### src/rtl/cpu_defs_pkg.sv
// Shared CPU definitions: reset/NOP words, IF state encoding, stall-vector bit positions.
package cpu_defs_pkg;

    localparam logic [31:0] ZERO_WORD = 32'h0000_0000;
    localparam logic [31:0] NOP_INST  = 32'h0000_0000;
    localparam logic [31:0] RESET_PC  = 32'h0000_0000;

    // Instruction ROM word-index width; ROM index = rom_addr[ROM_AW+1:2]
    localparam int unsigned ROM_AW = 9;

    // Bit positions inside the pipeline stall vector
    localparam int unsigned STALL_IF_BIT = 0;
    localparam int unsigned STALL_ID_BIT = 1;

    typedef enum logic [1:0] {
        S_IDLE  = 2'd0,
        S_FETCH = 2'd1,
        S_HOLD  = 2'd2
    } fetch_state_e;

endpackage

### src/rtl/if_id_reg.sv
// IF/ID pipeline register: captures {pc, inst}, holds on ID stall, bubbles on flush/IF stall.
module if_id_reg
    import cpu_defs_pkg::*;
#(
    parameter logic [31:0] NOP_INST = cpu_defs_pkg::NOP_INST
) (
    input  logic        clk,
    input  logic        rst,
    input  logic        flush,
    input  logic        stall_if,
    input  logic        stall_id,
    input  logic        fetch_en,
    input  logic [31:0] pc,
    input  logic [31:0] inst,
    output logic [31:0] id_pc,
    output logic [31:0] id_inst,
    output logic        id_valid
);

    // Flush beats hold; an IF stall with ID free (or no fetch yet) inserts a bubble
    always_ff @(posedge clk) begin
        if (rst) begin
            id_pc    <= ZERO_WORD;
            id_inst  <= NOP_INST;
            id_valid <= 1'b0;
        end else if (flush) begin
            id_pc    <= ZERO_WORD;
            id_inst  <= NOP_INST;
            id_valid <= 1'b0;
        end else if (stall_id) begin
            id_pc    <= id_pc;
            id_inst  <= id_inst;
            id_valid <= id_valid;
        end else if (stall_if || !fetch_en) begin
            id_pc    <= ZERO_WORD;
            id_inst  <= NOP_INST;
            id_valid <= 1'b0;
        end else begin
            id_pc    <= pc;
            id_inst  <= inst;
            id_valid <= 1'b1;
        end
    end

endmodule

### src/rtl/if_fetch_stage.sv
// Instruction-fetch stage: PC, fetch FSM, branch-pending latch and the IF/ID register.
module if_fetch_stage
    import cpu_defs_pkg::*;
#(
    parameter logic [31:0] RESET_PC = cpu_defs_pkg::RESET_PC,
    parameter logic [31:0] NOP_INST = cpu_defs_pkg::NOP_INST
) (
    input  logic        clk,
    input  logic        rst,
    input  logic        stall_if,
    input  logic        stall_id,
    input  logic        flush,
    input  logic [31:0] new_pc,
    input  logic        branch_flag,
    input  logic [31:0] branch_target,
    output logic        rom_ce,
    output logic [31:0] rom_addr,
    input  logic [31:0] rom_inst,
    output logic [31:0] id_pc,
    output logic [31:0] id_inst,
    output logic        id_valid
);

    fetch_state_e state_q, state_d;
    logic [31:0]  pc_q, pc_d;
    logic         br_pend_q, br_pend_d;
    logic [31:0]  br_tgt_q, br_tgt_d;
    logic         fetch_en;

    assign fetch_en = (state_q != S_IDLE);
    assign rom_ce   = fetch_en;
    assign rom_addr = pc_q;

    // State, PC and branch-pending registers
    always_ff @(posedge clk) begin
        if (rst) begin
            state_q   <= S_IDLE;
            pc_q      <= RESET_PC;
            br_pend_q <= 1'b0;
            br_tgt_q  <= ZERO_WORD;
        end else begin
            state_q   <= state_d;
            pc_q      <= pc_d;
            br_pend_q <= br_pend_d;
            br_tgt_q  <= br_tgt_d;
        end
    end

    // Fetch FSM next state; IDLE lasts exactly one cycle after reset
    always_comb begin
        state_d = state_q;
        unique case (state_q)
            S_IDLE:  state_d = S_FETCH;
            S_FETCH: if (stall_if && !flush) state_d = S_HOLD;
            S_HOLD:  if (!stall_if || flush) state_d = S_FETCH;
            default: state_d = S_IDLE;
        endcase
    end

    // PC next value; a branch seen during an IF stall is parked until the stall releases
    always_comb begin
        pc_d      = pc_q;
        br_pend_d = br_pend_q;
        br_tgt_d  = br_tgt_q;
        if (fetch_en) begin
            if (flush) begin
                pc_d      = new_pc;
                br_pend_d = 1'b0;
            end else if (stall_if) begin
                if (branch_flag) begin
                    br_pend_d = 1'b1;
                    br_tgt_d  = branch_target;
                end
            end else if (br_pend_q) begin
                pc_d      = br_tgt_q;
                br_pend_d = 1'b0;
            end else if (branch_flag) begin
                pc_d = branch_target;
            end else begin
                pc_d = pc_q + 32'd4;
            end
        end
    end

    if_id_reg #(
        .NOP_INST (NOP_INST)
    ) u_if_id_reg (
        .clk      (clk),
        .rst      (rst),
        .flush    (flush),
        .stall_if (stall_if),
        .stall_id (stall_id),
        .fetch_en (fetch_en),
        .pc       (pc_q),
        .inst     (rom_inst),
        .id_pc    (id_pc),
        .id_inst  (id_inst),
        .id_valid (id_valid)
    );

endmodule

### config.mk
export PLATFORM = sky130hd
export DESIGN_NAME = if_fetch_stage
export DESIGN_NICKNAME = d
export VERILOG_FILES = /design/src/rtl/cpu_defs_pkg.sv /design/src/rtl/if_id_reg.sv /design/src/rtl/if_fetch_stage.sv
export SDC_FILE = /design/constraint.sdc
export NUM_CORES = 1
export LEC_CHECK = 0
export ABC_AREA = 1
export CELL_PAD_IN_SITES_DETAIL_PLACEMENT = 0
export CELL_PAD_IN_SITES_GLOBAL_PLACEMENT = 2
export CORE_MARGIN = 10
export CORE_UTILIZATION = 25
export DETAILED_ROUTE_END_ITERATION = 6
export GPL_ROUTABILITY_DRIVEN = 0
export GPL_TIMING_DRIVEN = 0
export PLACE_DENSITY = 0.83
export SYNTH_ARGS = -nofsm -noshare
export SYNTH_HDL_FRONTEND = slang
export SYNTH_SLANG_ARGS = --single-unit
### constraint.sdc
create_clock -name clk -period 2.21 [get_ports clk]
set_clock_uncertainty 0.2 [all_clocks]
set_input_delay 0.442 -clock clk [delete_from_list [all_inputs] [get_ports clk]]
set_output_delay 0.442 -clock clk [all_outputs]
set_load 0.005 [all_outputs]
; ---- After elaboration in Yosys (flattened, before gate mapping)
; Index checks and enable logic that the tools add are counted.
[totals]
regBits = 132
inputBits = 102
output_inout_bits = 98
elab_cells = 41
[classes]
addsub = 1
eq_ne = 6
mux = 13
bitwise_logic = 1
n_reduce_logical = 13
[ops]
columns = op, count
row1 = 32-bit two-way mux, 6
row2 = 32-bit by 3-bit adder with 32-bit output (second input constant), 1
row3 = 2-bit one-hot mux with 3 select lines, 1
row4 = 2-bit AND reduction, 3
row5 = 1-bit two-way mux, 4
row6 = 2-bit two-way mux, 2
row7 = 2-bit inequality test (second input constant), 2
row8 = 4-bit AND reduction, 1
row9 = 1-bit logical NOT, 3
row10 = 3-bit by 1-bit inequality test with 1-bit output (second input constant), 1
row11 = 2-bit by 1-bit == test with 1-bit output (second input constant), 1
row12 = 2-bit == test (second input constant), 1
row13 = 2-bit logical NOT, 1
row14 = 1-bit logical OR, 2
row15 = 2-bit by 1-bit inequality test with 1-bit output (second input constant), 1
row16 = 2-bit nonzero test, 1
row17 = 2-bit OR reduction, 1
row18 = 1-bit logical AND, 1
row19 = 1-bit NOT, 1

; ---- Longest topological paths before layout
[depth]
ltp_word = 5
ltp_mapped = 13
depth_no_buf = 13

; ---- Hierarchy
; A second synthesis with hierarchy kept.
[hier_totals]
hier_cells = 998
area_unflattened_um2 = 6810.3
[by_module_without_submodules]
columns = module, instances, cells_per_inst, area_each_um2
row1 = if_fetch_stage, 1, 708, 4151.5
row2 = if_id_reg, 1, 290, 2658.8

; ---- Worst setup path before layout
; OpenSTA, ideal clock, no wires.
[synth_path]
kind = reg-to-reg
from = register pc_q[2] (netlist: rom_addr[2])
to = register pc_q[18] (netlist: rom_addr[18])
setup_time_ps = 112
arrival_ps = 1433
required_time_ps = 1898
path_slack_ps = 465
stages_incl_launch_ff = 13
path_buffers = 0
path_cell_list = dfxtp_1 > ha_1 > inv_1 > nor2_2 > nand2_2 > nor2_4 > nand3_1 > nand3_1 > nand2_1 > o21ai_1 > nand2_1 > nand2_1 > nand2_1
[synth_via]
elab_chain_cells = 5
[synth_rtl]
columns = element, line
row1 = from (decl), if_fetch_stage.sv:25  ; logic [31:0] pc_q, pc_d;
row2 = from (signal assigned), if_fetch_stage.sv:43  ; pc_q <= pc_d;
row3 = 32-bit by 3-bit adder with 32-bit output, if_fetch_stage.sv:80  ; pc_d = pc_q + 32'd4;
row4 = 32-bit two-way mux, if_fetch_stage.sv:77  ; end else if (branch_flag) begin
row5 = 32-bit two-way mux, if_fetch_stage.sv:74  ; end else if (br_pend_q) begin
row6 = 32-bit two-way mux, if_fetch_stage.sv:69  ; end else if (stall_if) begin
row7 = 32-bit two-way mux, if_fetch_stage.sv:66  ; if (flush) begin
; No other way between the ends. The select of a mux whose other input is x is not followed.
; A chain may end at the register's enable or synchronous reset.

; ---- Worst setup path after layout
[layout_path]
from = register pc_q[31] (netlist: rom_addr[31])
to = output port rom_addr[31]
[layout_lines]
columns = element, line
row1 = to (decl), if_fetch_stage.sv:17  ; output logic [31:0] rom_addr,
; No word-level cell between the ends.

==> run_results.csv <==
group,metric,value,unit
pwr,ir_drop,0.000369,V
route,wl,29.3,mm
logic_synthesis,syn-num-nets,1076,
sta,rsz0062_at_grt,"false",
logic_synthesis,netlist_instances,973,
route,firstDrtPassIters,5,
floorplan,pin_count,200,
route,routedWlPerCell,19.1,um
pwr,switching_share,28.5,%
worst_setup_path,crit_fanout,5,
worst_setup_path,path_buf_inv,1,
min_path,min_path_cells,3,
sta,period_needed,2.16,ns
placed_design,dpl-instance-area,0.00896,mm^2
min_path,hp-start,"flush",
worst_setup_path,r2r_cells,11,
worst_setup_path,start_kind,"flop",
pwr,clockPowerShare,46.0,%
pwr,comb_power_share,14.4,%
floorplan,design.die.area,0.0332,mm^2
logic_synthesis,yosysWarnings,0,
route,drc,0,
floorplan,die_w,182,um
sta,slew_headroom,51.9,%
global_routing,grt_pass1_wl,44.4,mm
worst_setup_path,timing.rr.end,"rom_addr[14]",
clock_network,clk_pin_slew,0.06,ns
sta,slew_violations,0,
sta,fin_crit_sh,97.9,%
pwr,powerDensity,683,mW/mm^2
route,vias_per_cell,4.71,
worst_setup_path,crit_path_end_kind,"output pin",
clock_network,cts_tree,"done",
global_routing,grt_max_degree,17,
logic_synthesis,synth_area,0.00658,mm^2
floorplan,start_util,25.3,%
clock_network,numCtsBuffers,17,
worst_setup_path,cp_slowest_stage_delay,0.58,ns
floorplan,rows,59,
worst_setup_path,crit_family,"buffers and inverters",
global_routing,antenna_found_initial,3,
clock_network,holdBufCountCts,0,
floorplan,core-area,0.0260,mm^2
placed_design,detailed_place_hpwl,23.1,mm
sta,final-setup-viol-count,0,
sta,setup_ws,0.0462,ns
clock_network,insertion_delay,0.43,ns
placed_design,io_buffers,196,
min_path,whs_endpoint,"rom_addr[1]",
min_path,min_path_type,"in2reg",
worst_setup_path,cpMaxStageDelayCell,"clkdlybuf4s50_1",
worst_setup_path,required,1.57,ns
logic_synthesis,ys_types,35,
global_routing,grt_usage,17.2,%
placed_design,post-place-ws,-0.409,ns
clock_network,h-tree-depth,4,
clock_network,clock_path_buffers,2,
route,vias,7246,
sta,hold_viol,0,
status,status,"complete, no violations",
flow_run,cap_violations,0,
logic_synthesis,ys_ff_latch,132,
worst_setup_path,path_cells,"clkdlybuf4s50_1",
worst_setup_path,cp.arrival,1.52,ns
sta,fin_setup_tns,0,ns
logic_synthesis,syn_avg_cell_area,6.76,um^2
pwr,p_leak,3.45,nW
final_layout,nFillCells,2850,
clock_network,cts.sinks,132,
pwr,p_sw,1.88,mW
final_layout,syn2layout_area_growth,46.8,%
worst_setup_path,rrSetupSlack,0.17,ns
sta,fmax,462,MHz
pwr,seqPwrFrac,39.7,%
logic_synthesis,yosysSeqAreaShare,40.2,%
final_layout,layout-drive-gt1-share,8.99,%
floorplan,dieHeight,182,um
final_layout,fin_area,0.00966,mm^2
worst_setup_path,path_class,"reg2out",
route,ant_nets,0,
global_routing,grt_pass1_vias,7182,
clock_network,cts_root_buf,"clkbuf_16",
global_routing,gr-total-overflow,0,
final_layout,fin_nets,1291,
route,drt_iter0_drc,600,
sta,tightestPinTransition,0.721,ns
worst_setup_path,r2r_start,"rom_addr[2]",
pwr,power,6.59,mW
pwr,power.internal,4.71,mW
-- layout make-up --
cell class	instances	area, um^2	share of cell area, %
Multi-Input combinational cell	726	3440	35.6
Sequential cell	132	2680	27.7
Timing Repair Buffer	197	1970	20.4
Clock buffer	17	425	4.41
Tap cell	335	419	4.34
Buffer	70	358	3.71
Clock inverter	15	194	2.01
Inverter	44	170	1.76
Antenna cell	3	7.51	0.0777
-- synthesized netlist by cell type, drive strengths merged --
cell	n	area share, %
a211oi	11	1.3
a21oi	121	9.2
a221oi	2	0.27
a31oi	1	0.095
buf	26	2.0
bufbuf	1	0.49
clkbuf	44	3.0
dfxtp	132	40
ha	1	0.19
inv	44	2.5
nand2	270	16
nand3	26	2.0
nand3b	4	0.46
nand4	68	6.5
nor2	144	9.2
nor3	2	0.15
o211ai	1	0.11
o21ai	57	4.4
o21bai	2	0.23
o22ai	1	0.095
o31ai	1	0.11
or2	1	0.095
xnor2	3	0.40
xor2	10	1.3
-- flip-flops by register name, summed over array words and instances, names as in the netlist --
name and cells:
br_pend_q 1, br_tgt_q 32, rom_addr 32, state_q 2
u_if_id_reg.id_inst 32, u_if_id_reg.id_pc 32, u_if_id_reg.id_valid 1
-- power by group through the flow --
stage | Sequential, mW | Clock [mW] | Combinational [mW]
2_1_floorplan | 2.60 | 0 | 0.437
3_3_place_gp | 2.66 | 0 | 0.945
3_5_place_dp | 2.66 | 0 | 0.945
4_1_cts | 2.61 | 3.11 | 0.949
5_1_grt | 2.63 | 3.19 | 1.04
6_report | 2.62 | 3.03 | 0.948
-- worst max-delay path by stage --
stage,from,endpoint,slack (ns),cells after the start
2_1_floorplan,rom_addr[2],rom_addr[18],0.46,12
3_3_place_gp,stall_if,rom_addr[21],-0.40,9
3_5_place_dp,stall_if,rom_addr[21],-0.41,9
4_1_cts,rom_addr[31],rom_addr[31],0.003,1
5_1_grt,stall_id,u_if_id_reg.id_pc[3],0.0009,6
6_report,rom_addr[31],rom_addr[31],0.05,1
-- cells by family (layout without fill, tap and decap cells) --
group / after synthesis / count (layout) / share of synthesized area (%)
AND/OR/NAND/NOR: 515 / 515 / 34.2
AO/OA/AOI/OAI: 197 / 197 / 15.8
flip-flops: 132 / 132 / 40.2
buffers and inverters: 115 / 343 / 7.93
XOR/XNOR: 13 / 13 / 1.73
adder cells (fa/ha/maj): 1 / 1 / 0.190
other: 0 / 3 / 0
-- routing by layer --
layer / vias up / wire length [um] / part of all wire (%) / GRT usage, %
met5: - / 0 / 0 / 0
met4: 0 / 534 / 1.8 / 5.60
met3: 28 / 1430 / 4.9 / 3.26
met2: 212 / 13800 / 47 / 27.5
met1: 3336 / 13600 / 46 / 22.8
li1: 3670 / - / - / -
-- placed cells by master (no fill, tap or decap), types with 3 or more instances in the layout --
cell type	instances
nand2_1	262
clkdlybuf4s50_1	195
nor2_1	129
a21oi_1	121
dfxtp_1	110
nand4_1	68
o21ai_0	47
inv_1	40
clkbuf_1	38
nand3_1	26
dfxtp_2	20
clkbuf_16	17
buf_2	15
a211oi_1	11
xor2_1	10
nor2_4	9
o21ai_1	9
buf_1	8
nand2_2	7
inv_6	6
nor2_2	6
nand3b_1	4
diode_2	3
inv_2	3
clkbuf_8	3
xnor2_1	3
bufinv_16	3
-- through the flow --
| stage | utilization (%) | hold slack (ns) | cells |
|---|---|---|---|
| 2_1_floorplan | - | 0.225 | 973 |
| 4_1_cts | 37.0 | 0.241 | 1535 |
| 3_5_place_dp | 34.5 | 0.242 | 1504 |
| 6_report | 37.2 | 0.255 | 1539 |
| 3_3_place_gp | 34.5 | 0.236 | 1504 |
| 5_1_grt | 37.2 | 0.274 | 1539 |
-- worst register-to-register path: cells and delay by family, from the launching register on --
| kind | cells | cell delay, ns |
|---|---|---|
| buffers and inverters | 2 | 0.21 |
| DFF | 1 | 0.44 |
| xor gates and xnor gates | 1 | 0.14 |
| AOI/OAI and AO/OA | 1 | 0.15 |
| and+or+nand+nor | 6 | 0.64 |
| adders and majority gates | 1 | 0.19 |
-- timing repair --
item	in CTS	in global routing
setup endpoints to repair	27	51
gates resized for setup	21	19
setup buffers	0	1
pin swaps	1	1
Note: power is estimated with default switching activity, not from simulation.
